File: config.mk
export PLATFORM = sky130hd
export DESIGN_NAME = fp_addmul_unit_flat
export DESIGN_NICKNAME = d
export VERILOG_FILES = /design/src/rtl/fp_addmul_unit_if.sv /design/src/rtl/fp_addmul_unit.sv /design/src/flat_wrapper.sv
export SDC_FILE = /design/constraint.sdc
export NUM_CORES = 2
export LEC_CHECK = 0
export CORE_ASPECT_RATIO = 0.6
export CORE_MARGIN = 5
export CORE_UTILIZATION = 61
export CTS_CLUSTER_DIAMETER = 150
export DETAILED_ROUTE_END_ITERATION = 10
export DONT_BUFFER_PORTS = 1
export PLACE_DENSITY_LB_ADDON = 0.2
export SYNTH_ARGS = -nofsm -noshare
export SYNTH_HDL_FRONTEND = slang
export SYNTH_SLANG_ARGS = --single-unit
File: constraint.sdc
create_clock -name clk -period 14.8 [get_ports clk]
set_input_delay 2.96 -clock clk [delete_from_list [all_inputs] [get_ports clk]]
set_output_delay 2.96 -clock clk [all_outputs]
set_load 0.02 [all_outputs]
File: src/rtl/fp_addmul_unit_if.sv
// Handshake and data bundle for fp_addmul_unit.
// The master side issues operations; the slave side (the unit) returns results.
interface fp_addmul_unit_if #(
  parameter int EXP_W  = 8,
  parameter int FRAC_W = 23
) ();
  localparam int W = 1 + EXP_W + FRAC_W;

  logic         start;
  logic [1:0]   op;
  logic [W-1:0] a;
  logic [W-1:0] b;
  logic         busy;
  logic         done;
  logic [W-1:0] result;
  logic         overflow;
  logic         underflow;

  modport master (
    output start, op, a, b,
    input  busy, done, result, overflow, underflow
  );

  modport slave (
    input  start, op, a, b,
    output busy, done, result, overflow, underflow
  );
endinterface

File: src/rtl/fp_addmul_unit.sv
// Self-sequenced floating-point add/subtract/multiply unit.
// One operation per start/done handshake, fixed five-cycle latency, round to
// nearest even, denormal inputs flushed to zero, overflow saturates to
// infinity and exponent underflow flushes to signed zero.
module fp_addmul_unit #(
  parameter int EXP_W  = 8,
  parameter int FRAC_W = 23,
  parameter int GRS_W  = 3
) (
  input  logic              clk,
  input  logic              reset,
  fp_addmul_unit_if.slave   bus
);
  localparam int W   = 1 + EXP_W + FRAC_W;
  localparam int M   = FRAC_W + 1;          // mantissa including hidden bit
  localparam int WX  = M + GRS_W;           // mantissa plus guard/round/sticky
  localparam int WS  = WX + 1;              // plus carry-out position
  localparam int EW  = EXP_W + 2;           // signed internal exponent width
  localparam int LZW = $clog2(WX + 1);

  localparam logic signed [EW-1:0] BIAS     = EW'((32'sd1 <<< (EXP_W - 1)) - 32'sd1);
  localparam logic signed [EW-1:0] EXP_MAX  = EW'((32'sd1 <<< EXP_W) - 32'sd1);
  localparam logic signed [EW-1:0] EXP_ONE  = EW'(32'sd1);
  localparam logic signed [EW-1:0] EXP_ZERO = EW'(32'sd0);

  typedef enum logic [2:0] {
    ST_IDLE      = 3'd0,
    ST_UNPACK    = 3'd1,
    ST_OPERATE   = 3'd2,
    ST_NORMALIZE = 3'd3,
    ST_ROUND     = 3'd4,
    ST_FINISH    = 3'd5
  } state_t;

  // Leading-zero count of a WX-bit mantissa (returns WX for an all-zero input).
  function automatic logic [LZW-1:0] lzc_f(input logic [WX-1:0] v);
    logic [LZW-1:0] n;
    logic           found;
    n     = '0;
    found = 1'b0;
    for (int i = WX - 1; i >= 0; i--) begin
      if (found) begin
        n = n;
      end else if (v[i]) begin
        found = 1'b1;
      end else begin
        n = n + 1'b1;
      end
    end
    return n;
  endfunction

  // Right-shift with sticky: every bit shifted out is ORed into the LSB.
  function automatic logic [WX-1:0] align_f(input logic [WX-1:0] v,
                                            input logic [EXP_W-1:0] sh);
    logic [WX-1:0] kept;
    logic [WX-1:0] lost_mask;
    logic          sticky;
    if (32'(sh) >= WX) begin
      kept   = '0;
      sticky = |v;
    end else begin
      kept      = v >> sh;
      lost_mask = ~({WX{1'b1}} << sh);
      sticky    = |(v & lost_mask);
    end
    return {kept[WX-1:1], kept[0] | sticky};
  endfunction

  // Pipeline / sequencing state
  state_t                 state_r;
  logic [W-1:0]           a_r;
  logic [W-1:0]           b_r;
  logic [1:0]             op_r;
  logic                   is_mul_r;
  logic                   eff_sub_r;
  logic                   sign_r;
  logic signed [EW-1:0]   exp_r;
  logic [WX-1:0]          x_man_r;
  logic [WX-1:0]          y_man_r;
  logic [WS-1:0]          raw_man_r;
  logic [WX-1:0]          norm_man_r;
  logic                   zero_r;

  // Unpack-stage signals
  logic                   a_sign_s, b_sign_s, b_eff_sign_s;
  logic                   a_zero_s, b_zero_s, is_sub_s, is_mul_s, a_ge_b_s;
  logic [EXP_W-1:0]       a_exp_s, b_exp_s, exp_diff_s;
  logic [M-1:0]           a_man_s, b_man_s;
  logic [W-2:0]           a_mag_s, b_mag_s;
  logic [WX-1:0]          y_pre_s, y_aligned_s;
  logic signed [EW-1:0]   mul_exp_s;

  // Operate-stage signals
  logic [2*M-1:0]         prod_s;
  logic [WS-1:0]          mul_res_s;
  logic [WS-1:0]          add_res_s;

  // Normalize-stage signals
  logic [LZW-1:0]         lz_s;
  logic [WX-1:0]          norm_s;
  logic signed [EW-1:0]   norm_exp_s;

  // Round/pack signals
  logic [M-1:0]           mant_s;
  logic                   guard_s, rs_s, inc_s;
  logic [M:0]             rnd_s;
  logic [FRAC_W-1:0]      frac_s;
  logic signed [EW-1:0]   fin_exp_s;
  logic [W-1:0]           res_s;
  logic                   ovf_s, unf_s;

  // Decode captured operands, pick the larger-magnitude addend and align the other.
  always_comb begin
    a_sign_s     = a_r[W-1];
    b_sign_s     = b_r[W-1];
    a_exp_s      = a_r[W-2:FRAC_W];
    b_exp_s      = b_r[W-2:FRAC_W];
    a_zero_s     = (a_exp_s == {EXP_W{1'b0}});
    b_zero_s     = (b_exp_s == {EXP_W{1'b0}});
    a_man_s      = a_zero_s ? {M{1'b0}} : {1'b1, a_r[FRAC_W-1:0]};
    b_man_s      = b_zero_s ? {M{1'b0}} : {1'b1, b_r[FRAC_W-1:0]};
    a_mag_s      = a_zero_s ? {(W-1){1'b0}} : a_r[W-2:0];
    b_mag_s      = b_zero_s ? {(W-1){1'b0}} : b_r[W-2:0];
    is_sub_s     = (op_r == 2'b01);
    is_mul_s     = (op_r == 2'b10);
    b_eff_sign_s = b_sign_s ^ is_sub_s;
    a_ge_b_s     = (a_mag_s >= b_mag_s);
    if (a_ge_b_s) begin
      exp_diff_s = a_exp_s - b_exp_s;
      y_pre_s    = {b_man_s, {GRS_W{1'b0}}};
    end else begin
      exp_diff_s = b_exp_s - a_exp_s;
      y_pre_s    = {a_man_s, {GRS_W{1'b0}}};
    end
    y_aligned_s = align_f(y_pre_s, exp_diff_s);
    mul_exp_s   = $signed({2'b00, a_exp_s}) + $signed({2'b00, b_exp_s}) - BIAS;
  end

  // Mantissa arithmetic: aligned add/subtract and full-width product folded to WS bits.
  always_comb begin
    prod_s    = {{M{1'b0}}, x_man_r[WX-1:GRS_W]} * {{M{1'b0}}, y_man_r[WX-1:GRS_W]};
    mul_res_s = {prod_s[2*M-1 -: WS-1], prod_s[2*M-WS] | (|prod_s[2*M-WS-1:0])};
    if (eff_sub_r) begin
      add_res_s = {1'b0, x_man_r} - {1'b0, y_man_r};
    end else begin
      add_res_s = {1'b0, x_man_r} + {1'b0, y_man_r};
    end
  end

  // Normalisation: carry-out shifts right by one, otherwise left by the leading-zero count.
  always_comb begin
    lz_s = lzc_f(raw_man_r[WX-1:0]);
    if (raw_man_r[WS-1]) begin
      norm_s     = {raw_man_r[WS-1:2], raw_man_r[1] | raw_man_r[0]};
      norm_exp_s = exp_r + EXP_ONE;
    end else begin
      norm_s     = raw_man_r[WX-1:0] << lz_s;
      norm_exp_s = exp_r - $signed({{(EW-LZW){1'b0}}, lz_s});
    end
  end

  // Round to nearest even, then saturate/flush and pack the final word.
  always_comb begin
    mant_s  = norm_man_r[WX-1:GRS_W];
    guard_s = norm_man_r[GRS_W-1];
    rs_s    = |norm_man_r[GRS_W-2:0];
    inc_s   = guard_s & (rs_s | mant_s[0]);
    rnd_s   = {1'b0, mant_s} + {{M{1'b0}}, inc_s};
    if (rnd_s[M]) begin
      frac_s    = rnd_s[FRAC_W:1];
      fin_exp_s = exp_r + EXP_ONE;
    end else begin
      frac_s    = rnd_s[FRAC_W-1:0];
      fin_exp_s = exp_r;
    end
    if (zero_r) begin
      res_s = {sign_r, {(W-1){1'b0}}};
      ovf_s = 1'b0;
      unf_s = 1'b0;
    end else if (fin_exp_s >= EXP_MAX) begin
      res_s = {sign_r, {EXP_W{1'b1}}, {FRAC_W{1'b0}}};
      ovf_s = 1'b1;
      unf_s = 1'b0;
    end else if (fin_exp_s <= EXP_ZERO) begin
      res_s = {sign_r, {(W-1){1'b0}}};
      ovf_s = 1'b0;
      unf_s = 1'b1;
    end else begin
      res_s = {sign_r, fin_exp_s[EXP_W-1:0], frac_s};
      ovf_s = 1'b0;
      unf_s = 1'b0;
    end
  end

  // Sequencer: steps one stage per cycle; outputs are registered and held until the next done.
  always_ff @(posedge clk) begin
    if (reset) begin
      state_r       <= ST_IDLE;
      a_r           <= '0;
      b_r           <= '0;
      op_r          <= 2'b00;
      is_mul_r      <= 1'b0;
      eff_sub_r     <= 1'b0;
      sign_r        <= 1'b0;
      exp_r         <= '0;
      x_man_r       <= '0;
      y_man_r       <= '0;
      raw_man_r     <= '0;
      norm_man_r    <= '0;
      zero_r        <= 1'b0;
      bus.busy      <= 1'b0;
      bus.done      <= 1'b0;
      bus.result    <= '0;
      bus.overflow  <= 1'b0;
      bus.underflow <= 1'b0;
    end else begin
      case (state_r)
        ST_IDLE: begin
          if (bus.start) begin
            a_r      <= bus.a;
            b_r      <= bus.b;
            op_r     <= bus.op;
            bus.busy <= 1'b1;
            state_r  <= ST_UNPACK;
          end
        end
        ST_UNPACK: begin
          is_mul_r <= is_mul_s;
          if (is_mul_s) begin
            x_man_r   <= {a_man_s, {GRS_W{1'b0}}};
            y_man_r   <= {b_man_s, {GRS_W{1'b0}}};
            exp_r     <= mul_exp_s;
            sign_r    <= a_sign_s ^ b_sign_s;
            eff_sub_r <= 1'b0;
          end else begin
            x_man_r   <= a_ge_b_s ? {a_man_s, {GRS_W{1'b0}}} : {b_man_s, {GRS_W{1'b0}}};
            y_man_r   <= y_aligned_s;
            exp_r     <= a_ge_b_s ? $signed({2'b00, a_exp_s}) : $signed({2'b00, b_exp_s});
            sign_r    <= a_ge_b_s ? a_sign_s : b_eff_sign_s;
            eff_sub_r <= a_sign_s ^ b_eff_sign_s;
          end
          state_r <= ST_OPERATE;
        end
        ST_OPERATE: begin
          raw_man_r <= is_mul_r ? mul_res_s : add_res_s;
          // An exact cancellation is reported as +0 regardless of operand signs.
          if (!is_mul_r && eff_sub_r && (add_res_s == {WS{1'b0}})) begin
            sign_r <= 1'b0;
          end
          state_r <= ST_NORMALIZE;
        end
        ST_NORMALIZE: begin
          norm_man_r <= norm_s;
          exp_r      <= norm_exp_s;
          zero_r     <= (raw_man_r == {WS{1'b0}});
          state_r    <= ST_ROUND;
        end
        ST_ROUND: begin
          // Rounding and final packing land in the output registers as FINISH is entered.
          bus.result    <= res_s;
          bus.overflow  <= ovf_s;
          bus.underflow <= unf_s;
          bus.done      <= 1'b1;
          state_r       <= ST_FINISH;
        end
        ST_FINISH: begin
          bus.done <= 1'b0;
          bus.busy <= 1'b0;
          state_r  <= ST_IDLE;
        end
        default: begin
          bus.done <= 1'b0;
          bus.busy <= 1'b0;
          state_r  <= ST_IDLE;
        end
      endcase
    end
  end
endmodule

File: src/flat_wrapper.sv
// flat-port wrapper written by rule: the top's interface ports become plain ports
module fp_addmul_unit_flat 
#(
  parameter int EXP_W  = 8,
  parameter int FRAC_W = 23,
  parameter int GRS_W  = 3
)
  (clk, reset, bus_start, bus_op, bus_a, bus_b, bus_busy, bus_done, bus_result, bus_overflow, bus_underflow);
  fp_addmul_unit_if #(.EXP_W(EXP_W), .FRAC_W(FRAC_W)) bus_i ();
  input  logic clk;
  input  logic reset;
  input wire logic [$bits(bus_i.start)-1:0] bus_start;
  input wire logic [$bits(bus_i.op)-1:0] bus_op;
  input wire logic [$bits(bus_i.a)-1:0] bus_a;
  input wire logic [$bits(bus_i.b)-1:0] bus_b;
  output wire logic [$bits(bus_i.busy)-1:0] bus_busy;
  output wire logic [$bits(bus_i.done)-1:0] bus_done;
  output wire logic [$bits(bus_i.result)-1:0] bus_result;
  output wire logic [$bits(bus_i.overflow)-1:0] bus_overflow;
  output wire logic [$bits(bus_i.underflow)-1:0] bus_underflow;
  assign bus_i.start = bus_start;
  assign bus_i.op = bus_op;
  assign bus_i.a = bus_a;
  assign bus_i.b = bus_b;
  assign bus_busy = bus_i.busy;
  assign bus_done = bus_i.done;
  assign bus_result = bus_i.result;
  assign bus_overflow = bus_i.overflow;
  assign bus_underflow = bus_i.underflow;
  fp_addmul_unit #(.EXP_W(EXP_W), .FRAC_W(FRAC_W), .GRS_W(GRS_W)) u_core (.clk(clk), .reset(reset), .bus(bus_i));
endmodule
---- Word level (Yosys, flattened, before mapping) ----
Index checks and enable logic that the tools add are counted.
W data, S select, Z words.
word-level totals
  register bits after elaboration ......... 228
  input bits .............................. 69
  output and inout bits ................... 36
  word-level logic and storage cells ...... 241
cells by class
  add/sub/neg operators ................... 35
  $mul .................................... 1
  magnitude comparators ................... 4
  equality and inequality tests ........... 8
  shift operators ......................... 3
  mux-type cells .......................... 142
  bitwise gates (word level) .............. 11
  reductions and logical operators ........ 19
operators with widths
  operator                 count
  $mux W5                  52
  $mux W27                 6
  $mux W31                 5
  $add A5 B1 Y5 const B    25
  $mux W1                  63
  $logic_not A28 Y1        2
  $mux W28                 2
  $reduce_or A27 Y1        2
  $mul A24 B24 Y48         1
  $mux W24                 2
  $ge A31 B31 Y1           1
  $mux W10                 3
  $add A27 B27 Y28         1
  $sub A27 B27 Y28         1
  $and A27 B27 Y27         1
  $not A27 Y27             1
  $shl A27 B5 Y27          1
  $shl A27 B8 Y27 const A  1
  $shr A27 B8 Y27          1
  $add A24 B1 Y25          1
  $mux W23                 1
  $pmux W10 S2             1
  $reduce_or A20 Y1        1
  $logic_not A8 Y1         2
  31 further kinds         46

---- Depth between registers and ports, before layout ----
  depth after elaboration ................. 82
  gate-level depth with buffers ........... 79
  mapped depth without buffers ............ 76

---- Worst setup path before layout ----
No wires, ideal clock.
  kind .................................... register to register
  start ................................... reg u_core.raw_man_r[24]
  end ..................................... reg u_core.exp_r[9]
  library setup time ...................... 0.128 ns
  data arrival time ....................... 13.997 ns
  slack ................................... 0.676 ns
  stages on the path, launching flop included .. 76
  path buffers ............................ 3
  period minus slack after synthesis ...... 14.124 ns
  path through ............................ dfxtp_1 inv_1 o21ai_0 nor2_1 ha_1 o41ai_1 a211oi_1 a21oi_1 o21ai_0 nor2_1 nor2_1 ha_1 mux2i_1 o21ai_0 nor3b_1 o21ai_0 ha_1 nor2b_1 [40 not listed] ha_1 mux2i_1 nand2_1 o21ai_0 nor2b_1 buf_1 clkbuf_1 ha_1 nor2b_1 o21ai_0 nand2b_1 a21o_1 a21o_1 nor4_1 nand2_1 a31o_2 a221oi_1 nor2_1
on the way
  word-level cells in the longest chain between the ends .. 77
  elaborated cells between the ends (all ways) .. 102
ends and longest elaborated chain
  element                   line                   RTL
  start: declaration        fp_addmul_unit.sv:81   logic [WS-1:0] raw_man_r;
  start signal: assignment  fp_addmul_unit.sv:246  raw_man_r <= is_mul_r ? mul_res_s : add_res_s;
  $mux W5                   fp_addmul_unit.sv:44   end else if (v[i]) begin
  $mux W5                   fp_addmul_unit.sv:42   if (found) begin
  $add A5 B1 Y5             fp_addmul_unit.sv:47   n = n + 1'b1;
  $mux W5                   fp_addmul_unit.sv:44
  $mux W5                   fp_addmul_unit.sv:42
  $add A5 B1 Y5             fp_addmul_unit.sv:47
  $mux W5                   fp_addmul_unit.sv:44
  $mux W5                   fp_addmul_unit.sv:42
  [61 not listed]           -
  $mux W5                   fp_addmul_unit.sv:44
  $mux W5                   fp_addmul_unit.sv:42
  $add A5 B1 Y5             fp_addmul_unit.sv:47
  $mux W5                   fp_addmul_unit.sv:44
  $mux W5 *                 fp_addmul_unit.sv:42
  $sub A10 B6 Y10 *         fp_addmul_unit.sv:159  norm_exp_s = exp_r - $signed({{(EW-LZW){1'b0}}, lz_s});
  $mux W10 *                fp_addmul_unit.sv:154  if (raw_man_r[WS-1]) begin
  $pmux W10 S2 *            fp_addmul_unit.sv:218  case (state_r)
  end signal: assignment    fp_addmul_unit.sv:233  exp_r <= mul_exp_s;
  end signal: assignment    fp_addmul_unit.sv:239  exp_r <= a_ge_b_s ? $signed({2'b00, a_exp_s}) : $signed({2'b00, b_exp_s});
  end signal: assignment    fp_addmul_unit.sv:255  exp_r <= norm_exp_s;
  end: declaration          fp_addmul_unit.sv:78   logic signed [EW-1:0] exp_r;
Every way passes the cells marked *; elsewhere a longest branch is shown, timed or not.
A chain may end at the register's enable or synchronous reset.

---- Worst setup path in the final report ----
  start ................................... reg u_core.raw_man_r[23]
  end ..................................... reg u_core.exp_r[8]
on the way
  word-level cells in the longest chain between the ends .. 74
  elaborated cells between the ends (all ways) .. 98
ends and longest elaborated chain
  element            line
  $mux W5            fp_addmul_unit.sv:44
  $mux W5            fp_addmul_unit.sv:42
  $add A5 B1 Y5      fp_addmul_unit.sv:47
  $mux W5            fp_addmul_unit.sv:44
  $mux W5            fp_addmul_unit.sv:42
  $add A5 B1 Y5      fp_addmul_unit.sv:47
  $mux W5            fp_addmul_unit.sv:44
  $mux W5            fp_addmul_unit.sv:42
  [58 not listed]    -
  $mux W5            fp_addmul_unit.sv:44
  $mux W5            fp_addmul_unit.sv:42
  $add A5 B1 Y5      fp_addmul_unit.sv:47
  $mux W5            fp_addmul_unit.sv:44
  $mux W5 *          fp_addmul_unit.sv:42
  $sub A10 B6 Y10 *  fp_addmul_unit.sv:159
  $mux W10 *         fp_addmul_unit.sv:154
  $pmux W10 S2 *     fp_addmul_unit.sv:218
Marks and branches as above.

==> metrics.txt <==
Max Cap Viol=0; Final Skew=31.4 ps; core area=62,700 sq um; final setup violating endpoints=0; 1st-iter DRT viols=3,791; drt wl/cell=20.8 microns; H-tree levels=1; Seq/Total Area, Yosys=0.117; vias in the first global route=33,200; routability cong.=0.985; Crit Reg-Reg Startpoint=u_core.raw_man_r[23]; setup_tns=0 ps; Worst slew margin=0.180; Critical Path AT=14,240 ps; Synth Area in Compound Gates=0.151; Max FO, Critical Path=12; WS Path Type=reg -> reg; 1st-pass router iterations=6; chip width=335 microns; CTS Sinks=225; most common cell after layout, fill and taps aside=nand2_1; clk_lat worst skew=560 ps; Max Buffers Root-to-Sink=3; Starting Density=0.616; io pins=105; Syn-to-layout area delta=3.77%; hold_sp=u_core.b_r[13]; hold_ws=449 ps; fmax=72.4 MHz; Synthesis Warnings=0; Worst R2R Path Depth=69; vias per inst=6.17; Tot Pwr=8.10 mW; reg2reg setup slack=980 ps; DRC errors left=0; pin count of the biggest net entering global routing=204; Slew Viols, Final=0; Mapped Cells=4,989; Critical Path End Type=flip-flop; clock-pin slew on the worst setup and hold paths=70 ps; largest cells by area after synthesis=fa_1, dfxtp_1, ha_1; Worst path most repeated cell=ha_1; Core Util, Final=0.640; GR Util All Layers=0.340; Vias=34,700; Netlist cell types=102; ys async rst share=0; Rows=71; post-synthesis mux area share=0.0375; CP max stage cell=o41ai_4; CP Launch Type=flip-flop; I/O Buffers=0; worst-case hold path end point=u_core.b_r[13]; Hold Crit Class=reg -> reg; Worst-Margin Slew=1210 ps; storage element area=4510 sq um; chip height=205 microns; area occupied by multi-input gates=30,800 sq um; Syn Area/Cell=7.75 sq um; slowest stage delay, CP=440 ps; die area=68,700 sq um; Lkg Pwr=17.6 nW; post-synthesis xor/xnor area fraction=0.0395; WHS Path Cells=2; CTS tree=yes; crit share post-route=0.934; Worst VDD drop=0.937 mV; Syn Std Cell Area=38,700 sq um; most frequent cells in the layout=nand2_1, inv_1, fa_1; final hold violation count=0; top cell type by total area after synthesis=fa_1; fill count=5,616; worst reg2reg endpoint=u_core.exp_r[8]; Post-Synth Simple-Gate Area=0.218; nets@finish=5,611; share of the synthesized area in the top cell type=0.252; Post-CTS Hold Fix Bufs=0; Power Density=202 nW/um^2; drt total wl=117 mm; Final ANT Viol Nets=0; HPWL after detailed placement=89.2 mm; Post-synth EDFFs=0; layout cells sized above 1=0.0482; clk root buf=clkbuf_16; initial antenna violation count=1; Overflow after GRT=0; main flop type after synthesis=dfxtp_1; Yosys reg bits=225; Synth Area in Adders=0.345; CTS Buf Count=24; largest family of logic cells by synthesized area=adder cells; outcome=complete, no violations; CP Data Required Time=15,220 ps; Syn Nets=5,828; min cycle time layout=13,820 ps; global-route wire length before repair=188 mm
synth_stat cells (22+ instances only):
master    instances
a31oi_1          29
o21a_1           22
a21oi_1         322
o211ai_1         40
xor2_1           46
nor4_1           37
and3_1           37
dfxtp_1         225
a211oi_1         64
nor2b_1          48
xnor2_1         116
ha_1            284
nand2_1         806
nor2_1          365
nor3_1           77
nand3_1          64
nand4_1          34
nand2b_1         33
mux2_2           24
buf_1            44
and2_1          221
clkbuf_1        283
a22oi_1          31
fa_1            486
o21ai_0         184
mux2i_1         118
a221oi_1         31
inv_1           605
a21o_1           53
stage by stage:
step                setup slack (ps)  std cells  cell area, sq um
floorplan                        676       4989             38700
global placement                 393       5579             39100
detailed placement              83.9       5579             39100
CTS                              230       5621             39900
global route                   -80.5       5627             40100
finish                           984       5628             40100
worst max-delay path, delay by kind of cell (launching register included):
kind / cells / cell delay, ps
muxes: 4 / 610
AOI/OAI and AO/OA: 26 / 4870
xor gates and xnor gates: 2 / 320
DFF: 1 / 400
adders and majority gates: 13 / 3960
buffers and inverters: 1 / 100
and+or+nand+nor: 23 / 3370
final cells by class:
type                    count  area share
flip-flops and latches    225       0.112
clock inverters            12     0.00377
well taps                 839      0.0262
repair buffers             93      0.0174
multi-input cells        3821       0.767
diodes                      1   0.0000624
clock buffers              30      0.0160
inverters                 607      0.0568
layer usage:
| layer | vias up | part of all wire | track usage |
|---|---|---|---|
| li1 | 15900 | - | - |
| met1 | 16700 | 0.46 | 0.539 |
| met2 | 1912 | 0.38 | 0.463 |
| met3 | 185 | 0.13 | 0.0965 |
| met4 | 0 | 0.021 | 0.0565 |
| met5 | - | 0 | 0 |
sequential cells by signal (all words and copies together), names as in the netlist, 2 cells and up:
name	flops
u_core.y_man_r	27
u_core.exp_r	10
u_core.raw_man_r	28
u_core.op_r	2
u_core.bus.result	32
u_core.norm_man_r	27
u_core.state_r	3
u_core.a_r	32
u_core.x_man_r	24
u_core.b_r	32
worst max path at each step:
stage / startpoint / end / slack (ps) / cells after the start
finish: u_core.raw_man_r[23] / u_core.exp_r[8] / 980 / 69
global route: u_core.raw_man_r[23] / u_core.exp_r[8] / -80 / 71
CTS: u_core.raw_man_r[23] / u_core.exp_r[8] / 230 / 71
detailed placement: u_core.raw_man_r[23] / u_core.exp_r[8] / 80 / 71
global placement: u_core.raw_man_r[23] / u_core.exp_r[8] / 390 / 71
floorplan: u_core.raw_man_r[24] / u_core.exp_r[9] / 680 / 75
power breakdown:
part | leakage, nW | switching [mW] | internal (mW)
sequential | 1.83 | 0.111 | 0.658
combinational | 15.4 | 4.16 | 2.55
clock | 0.388 | 0.266 | 0.361
what timing repair did:
action | 4_1_cts | 5_1_grt
resized for setup | 1 | 34
buffers inserted | 0 | 6
pin swaps | 0 | 16
endpoints found under the setup margin | 1 | 35
kinds of logic (layout without fill, tap and decap cells):
logic type	after synthesis	in the layout
AO/OA/AOI/OAI	921	921
XOR/XNOR	167	167
adder cells (fa/ha/maj)	774	774
buffers and inverters	943	742
flip-flops	225	225
multiplexers	142	142
other	0	1
AND/OR/NAND/NOR	1817	1817
No activity file was read; power rests on OpenSTA's default activity.
